$ cat src/rtl/serial_adder.sv
// Bit-serial adder: adds two WIDTH-bit operands one bit per clock, LSB first.
// A single full adder and a carry flip-flop are reused across WIDTH cycles.
// The result and carry-out are presented together with a one-cycle done pulse.
module serial_adder #(
  parameter int WIDTH = 8
) (
  input  logic             clk,
  input  logic             rst,
  input  logic             start,
  input  logic [WIDTH-1:0] a,
  input  logic [WIDTH-1:0] b,
  output logic             busy,
  output logic             done,
  output logic [WIDTH-1:0] sum,
  output logic             cout
);

  // Enough counter bits to index every bit position of one operation.
  localparam int CW = (WIDTH > 1) ? $clog2(WIDTH) : 1;
  localparam logic [CW-1:0] CNT_LAST = CW'(WIDTH - 1);

  typedef enum logic [1:0] {
    IDLE = 2'd0,
    RUN  = 2'd1,
    DONE = 2'd2
  } state_t;

  state_t           state_reg;
  state_t           state_next;
  logic [WIDTH-1:0] op_a_reg;
  logic [WIDTH-1:0] op_b_reg;
  logic [WIDTH-1:0] sum_sh_reg;
  logic [WIDTH-1:0] sum_reg;
  logic             carry_reg;
  logic             cout_reg;
  logic [CW-1:0]    cnt_reg;

  logic             bit_sum;
  logic             carry_next;
  logic             last_bit;

  // One full adder slice on the current LSBs and the stored carry.
  assign bit_sum    = op_a_reg[0] ^ op_b_reg[0] ^ carry_reg;
  assign carry_next = (op_a_reg[0] & op_b_reg[0]) |
                      (op_a_reg[0] & carry_reg)   |
                      (op_b_reg[0] & carry_reg);
  assign last_bit   = (cnt_reg == CNT_LAST);

  assign sum  = sum_reg;
  assign cout = cout_reg;

  // State register.
  always_ff @(posedge clk or posedge rst) begin
    if (rst) begin
      state_reg <= IDLE;
    end else begin
      state_reg <= state_next;
    end
  end

  // Next-state logic: start only matters in IDLE; DONE always lasts one cycle.
  always_comb begin
    state_next = state_reg;
    case (state_reg)
      IDLE:    if (start) state_next = RUN;
      RUN:     if (last_bit) state_next = DONE;
      DONE:    state_next = IDLE;
      default: state_next = IDLE;
    endcase
  end

  // Outputs decoded purely from the registered state.
  always_comb begin
    busy = 1'b0;
    done = 1'b0;
    case (state_reg)
      RUN:     busy = 1'b1;
      DONE: begin
        busy = 1'b1;
        done = 1'b1;
      end
      default: begin
        busy = 1'b0;
        done = 1'b0;
      end
    endcase
  end

  // Datapath: operand capture, serial shifting and result publication.
  always_ff @(posedge clk or posedge rst) begin
    if (rst) begin
      op_a_reg   <= '0;
      op_b_reg   <= '0;
      sum_sh_reg <= '0;
      sum_reg    <= '0;
      carry_reg  <= 1'b0;
      cout_reg   <= 1'b0;
      cnt_reg    <= '0;
    end else begin
      case (state_reg)
        IDLE: begin
          if (start) begin
            op_a_reg  <= a;
            op_b_reg  <= b;
            carry_reg <= 1'b0;
            cnt_reg   <= '0;
          end
        end
        RUN: begin
          op_a_reg   <= {1'b0, op_a_reg[WIDTH-1:1]};
          op_b_reg   <= {1'b0, op_b_reg[WIDTH-1:1]};
          sum_sh_reg <= {bit_sum, sum_sh_reg[WIDTH-1:1]};
          carry_reg  <= carry_next;
          if (last_bit) begin
            // Publish the finished word including the bit computed this cycle;
            // the counter is held so it never wraps within an operation.
            sum_reg  <= {bit_sum, sum_sh_reg[WIDTH-1:1]};
            cout_reg <= carry_next;
          end else begin
            cnt_reg <= cnt_reg + CW'(1);
          end
        end
        default: ;
      endcase
    end
  end

endmodule

$ cat config.mk
export PLATFORM = sky130hd
export DESIGN_NAME = serial_adder
export DESIGN_NICKNAME = d
export VERILOG_FILES = /design/src/rtl/serial_adder.sv
export SDC_FILE = /design/constraint.sdc
export NUM_CORES = 1
export LEC_CHECK = 0
export ABC_AREA = 1
export CORE_MARGIN = 1.5
export CORE_UTILIZATION = 56
export DETAILED_ROUTE_END_ITERATION = 8
export PLACE_DENSITY_LB_ADDON = 0.25
export SYNTH_ARGS = -nofsm -noshare
export SYNTH_HDL_FRONTEND = slang
export SYNTH_SLANG_ARGS = --single-unit
$ cat constraint.sdc
create_clock -name clk -period 2.5 [get_ports clk]
set_clock_uncertainty 0.05 [all_clocks]
set_input_delay 0.5 -clock clk [delete_from_list [all_inputs] [get_ports clk]]
set_output_delay 0.5 -clock clk [all_outputs]
set_load 0.02 [all_outputs]
==> results of run 1 <==
-- power groups by stage --
stage	clock network, mW	logic [mW]	registers (mW)
after global routing	0.445	1.17	0.951
final	0.409	0.999	0.926
after global placement	0	0.952	0.928
after detailed placement	0	0.991	0.935
after floorplan	0	0.810	0.913
after CTS	0.415	1.02	0.926
-- logic make-up after synthesis --
| family | synth area share (%) |
|---|---|
| AO/OA/AOI/OAI | 5.08 |
| adder cells (fa/ha/maj) | 5.90 |
| buffers and inverters | 7.34 |
| flip-flops | 52.1 |
| AND/OR/NAND/NOR | 29.6 |
-- worst paths after layout --
path / from / to / slack, ns
setup / recovery: state_reg[0]$_DFFE_PP0P_ / busy / 0.20
hold / removal: op_b_reg[5]$_DFFE_PP0P_ / op_b_reg[5]$_DFFE_PP0P_ / 0.43
setup reg to reg: state_reg[1]$_DFFE_PP0P_ / state_reg[1]$_DFFE_PP0P_ / 0.77
hold reg to reg: op_b_reg[5]$_DFFE_PP0P_ / op_b_reg[5]$_DFFE_PP0P_ / 0.43
max in group asynchronous: rst / op_a_reg[0]$_DFFE_PP0P_ / 1.56
min in group asynchronous: rst / cnt_reg[1]$_DFFE_PP0P_ / 0.51
-- stage by stage --
step                utilization [%]  total power, mW  hold slack [ns]
floorplan                         -             1.72            0.392
global placement               69.2             1.88            0.404
detailed placement             69.2             1.93            0.408
CTS                            71.7             2.36            0.436
global route                   71.7             2.57            0.461
finish                         71.7             2.33            0.432
-- routing by layer --
metal  share of wire, %  up-vias
met2                 48       34
met3                3.9        4
met1                 47      677
li1                   -      751
met4               0.92        0
met5                  0        -
-- worst reg2reg max path, stage by stage, from the launching register on --
cell and delay [ns]:
dfrtp_1 0.39, inv_1 0.17, ha_1 0.38, inv_2 0.22, o21ai_0 0.29, a21oi_1 0.11
-- Yosys cell counts, drive strengths merged --
| master | n | area (sq um) |
|---|---|---|
| nor2 | 3 | 11.3 |
| o211ai | 1 | 7.51 |
| o21ai | 15 | 75.1 |
| nand3 | 7 | 35.0 |
| a21oi | 2 | 10.0 |
| dfrtp | 38 | 951 |
| buf | 8 | 61.3 |
| inv | 18 | 72.6 |
| fa | 1 | 20.0 |
| ha | 7 | 87.6 |
| nand2 | 126 | 493 |
-- layout make-up --
type                    count  share of cell area (%)
flip-flops and latches     38                    43.1
multi-input cells         162                    33.5
repair buffers             32                    14.2
inverters                  18                    3.29
well taps                  44                    2.49
clock inverters             3                    1.81
clock buffers               5                    1.70
==> results.tsv, run 1 <==
metric	value	unit
Net count, final	284	
largest net degree at the start of global routing	39	
# H-tree levels	2	
P_sw	0.963	mW
Lkg Pwr	1.20	nW
Clock Latency Late Sink	0.34	ns
Clock Root Buffer	clkbuf_4	
I/O pins	30	
initial core utilization	59.3	%
Slowest cell on crit path	clkdlybuf4s50_1	
CP Max Fanout	4	
Antenna Cells	0	
CP max stage delay	0.60	ns
met1 Usage GRT	32.3	%
Die ar.	3610	sq um
peak supply drop	676	uV
fin. max-slew vios	0	
placer congestion estimate	0.792	
post-synthesis sequential area ratio	52.1	%
Cells after DPL	294	
number of global-route vias before repair	1342	
Worst R2R Path Depth	5	
TritonCTS clock tree	built	
clock tree buffer depth	2	
pwr dens	1060	nW/um^2
Final setup violation count	0	
Place WS	0.591	ns
clock sink total	38	
GRT overflow	0	
Critical Path Stages	3	
M3 GR Usage	6.71	%
final setup margin	0.197	ns
layout cells sized above 1	6.98	%
TritonCTS Buffers	5	
busiest grt layer	met2	
Hold Path Stages	2	
Worst Path Required	1.95	ns
Design Area, Final	2210	sq um
switching share of total power	41.2	%
Post-DP Area	2130	sq um
Die Height	60.1	um
final setup TNS	0	ns
final WL	3390	um
Net Count, Synth	253	
cts hold-fix bufs	0	
Startpoint Class	register	
Iter 0 DRT Violations	99	
Vias/cell	4.85	
max cap viols	0	
Gate power share	42.8	%
Port-buffer cells	29	
post_cts resized	0	
commonest non-fill, non-tap cell in the layout	nand2_1	
Max Clock Freq	434	MHz
mapped cell area	1820	sq um
Worst Max-Slew Pin Slew	0.482	ns
Layout area overhead	21.1	%
antenna-violating nets left	0	
warnings from Yosys	0	
core area	3080	sq um
Die X	60.1	um
final period utilization	92.1	%
area of the multi-input gates	739	sq um
Avg Synthesized Cell Area	8.07	sq um
HP Class	register to register	
Slew headroom	67.9	%
Int Pwr	1.37	mW
RSZ-0062 raised after global routing	false	
CP top delay family	buffers and inverters	
leading cell types in the layout, fill and taps excluded	122 x nand2_1, 38 x dfrtp_1, 29 x clkdlybuf4s50_1	
Rows	20	
critical path class	register to output pin	
WL per Instance	11.2	um
critical path, cell by cell	inv_1, ha_1, clkdlybuf4s50_1	
Final Hold Viols	0	
HPWL after detailed placement	2160	um
met2 GRT Util	33.5	%
FF+latch area	951	sq um
Distinct cells, synth	18	
initial antenna violation count	0	
fin crit period	2.30	ns
CTS clk-pin slew, worst paths	0.11	ns
router iterations before antenna repair	4	
first-pass GRT wire length	6000	um
post-synthesis instance total	226	
crit end category	output pin	
Finished Layout Cells	302	
# DRC	0	
GRT Util Overall	22.9	%
Clk network pwr share	17.5	%
Post-CTS Setup Bufs	0	
worst path bufs/invs	2	
outcome	finished clean	
total number of vias	1466	
FF+latch count, synth	38	
Fillers	251	
register share of total power	39.7	%
CP arrival	1.75	ns
(Power assumes the default switching activity.)
==> run 2, diff against run 1 <==
MAX_ROUTING_LAYER = met4   (was not set)
SETUP_SLACK_MARGIN = 0.1   (was not set)
==> results.tsv, run 2 (synthesis gave the netlist of run 1 again) <==
metric	value	unit	change
commonest non-fill, non-tap cell in the layout	nand2_1		
WL per Instance	11.1	um	-0.80%
Post-CTS Setup Bufs	0		unchanged
pwr dens	1060	nW/um^2	-0.13%
hold_sp	op_b_reg[5]$_DFFE_PP0P_		
Slew headroom	68.3	%	+0.41 points
Vias/cell	4.84		-0.34%
Port-buffer cells	29		unchanged
layout cells sized above 1	6.98	%	unchanged
Net count, final	284		unchanged
total number of vias	1461		-0.34%
Lkg Pwr	1.20	nW	unchanged
RSZ-0062 raised after global routing	false		
crit path from	state_reg[0]$_DFFE_PP0P_		
peak supply drop	678	uV	+0.19%
worst reg2reg path startpoint	state_reg[1]$_DFFE_PP0P_		
CP arrival	1.75	ns	about the same
TritonCTS clock tree	built		
clock tree buffer depth	2		unchanged
CP Max Fanout	4		unchanged
# H-tree levels	2		unchanged
Rows	20		unchanged
Worst Max-Slew Pin Slew	0.475	ns	-0.00622 ns
worst hold margin	0.432	ns	-0.000131 ns
max cap viols	0		unchanged
crit end category	output pin		
placer congestion estimate	0.803		+1.4%
clock sink total	38		unchanged
Clock Latency Late Sink	0.34	ns	about the same
# DRC	0		unchanged
HPWL after detailed placement	2160	um	unchanged
final setup margin	0.203	ns	+0.00590 ns
Die X	60.1	um	unchanged
Die ar.	3610	sq um	unchanged
TritonCTS Buffers	5		unchanged
leading cell types in the layout, fill and taps excluded	122 x nand2_1, 38 x dfrtp_1, 29 x clkdlybuf4s50_1		
core area	3080	sq um	unchanged
Worst Path Required	1.95	ns	about the same
Max Clock Freq	435	MHz	+0.26%
final WL	3360	um	-0.80%
Antenna Cells	0		unchanged
CTS clk-pin slew, worst paths	0.11	ns	about the same
outcome	finished clean		
Cells after DPL	294		unchanged
cts hold-fix bufs	0		unchanged
total power	2.33	mW	-0.13%
final period utilization	91.9	%	-0.24 points
GRT Util Overall	23.5	%	+0.68 points
initial antenna violation count	0		unchanged
critical path class	register to output pin		
largest net degree at the start of global routing	39		unchanged
HP Class	register to register		
Fillers	251		unchanged
Final Hold Viols	0		unchanged
Design Area, Final	2210	sq um	unchanged
Clock Root Buffer	clkbuf_4		
Finished Layout Cells	302		unchanged
final setup TNS	0	ns	unchanged
fin. max-slew vios	0		unchanged
first-pass GRT wire length	5980	um	-0.23%
Startpoint Class	register		
Die Height	60.1	um	unchanged
fin crit period	2.30	ns	-0.00590 ns
router iterations before antenna repair	4		unchanged
antenna-violating nets left	0		unchanged
initial core utilization	59.3	%	unchanged
Final setup violation count	0		unchanged
Post-DP Area	2130	sq um	unchanged
Post-Route Utilization	71.7	%	unchanged
Place WS	0.591	ns	unchanged
GRT overflow	0		unchanged
post_cts resized	0		unchanged
Iter 0 DRT Violations	95		-4.0%
number of global-route vias before repair	1343		+0.075%
I/O pins	30		unchanged
Layout area overhead	21.1	%	unchanged
run 2: path summary, 6_finish.rpt:
check,end,slack [ns],depth (start not counted)
worst max-delay path,busy,0.20,3
worst min-delay path,op_b_reg[5]$_DFFE_PP0P_,0.43,2
worst max register to register,state_reg[1]$_DFFE_PP0P_,0.78,5
worst min register to register,op_b_reg[5]$_DFFE_PP0P_,0.43,2
max in group asynchronous,sum[6]$_DFFE_PP0P_,1.56,3
min in group asynchronous,op_a_reg[6]$_DFFE_PP0P_,0.51,3
run 2: power breakdown:
group	internal, mW	switching (mW)
Combinational	0.349	0.653
Clock	0.207	0.198
Sequential	0.816	0.109
Total	1.37	0.960
run 2: layout make-up:
| cell class | count | area, sq um | area share, % |
|---|---|---|---|
| clock buffers | 5 | 37.5 | 1.70 |
| clock inverters | 3 | 40.0 | 1.81 |
| inverters | 18 | 72.6 | 3.29 |
| multi-input cells | 162 | 739 | 33.5 |
| flip-flops and latches | 38 | 951 | 43.1 |
| well taps | 44 | 55.1 | 2.49 |
| repair buffers | 32 | 313 | 14.2 |
run 2: layer usage:
layer | up-vias | global-route usage [%] | wire (um)
met5 | - | - | 0
met4 | 0 | 8.25 | 44
met3 | 4 | 6.71 | 114
met2 | 30 | 34.0 | 1660
met1 | 677 | 31.9 | 1550
li1 | 750 | - | -
run 2: worst max-delay path: stages, from the launching register on:
cell and delay, ns:
dfrtp_1 0.41, inv_1 0.11, ha_1 0.30, clkdlybuf4s50_1 0.59
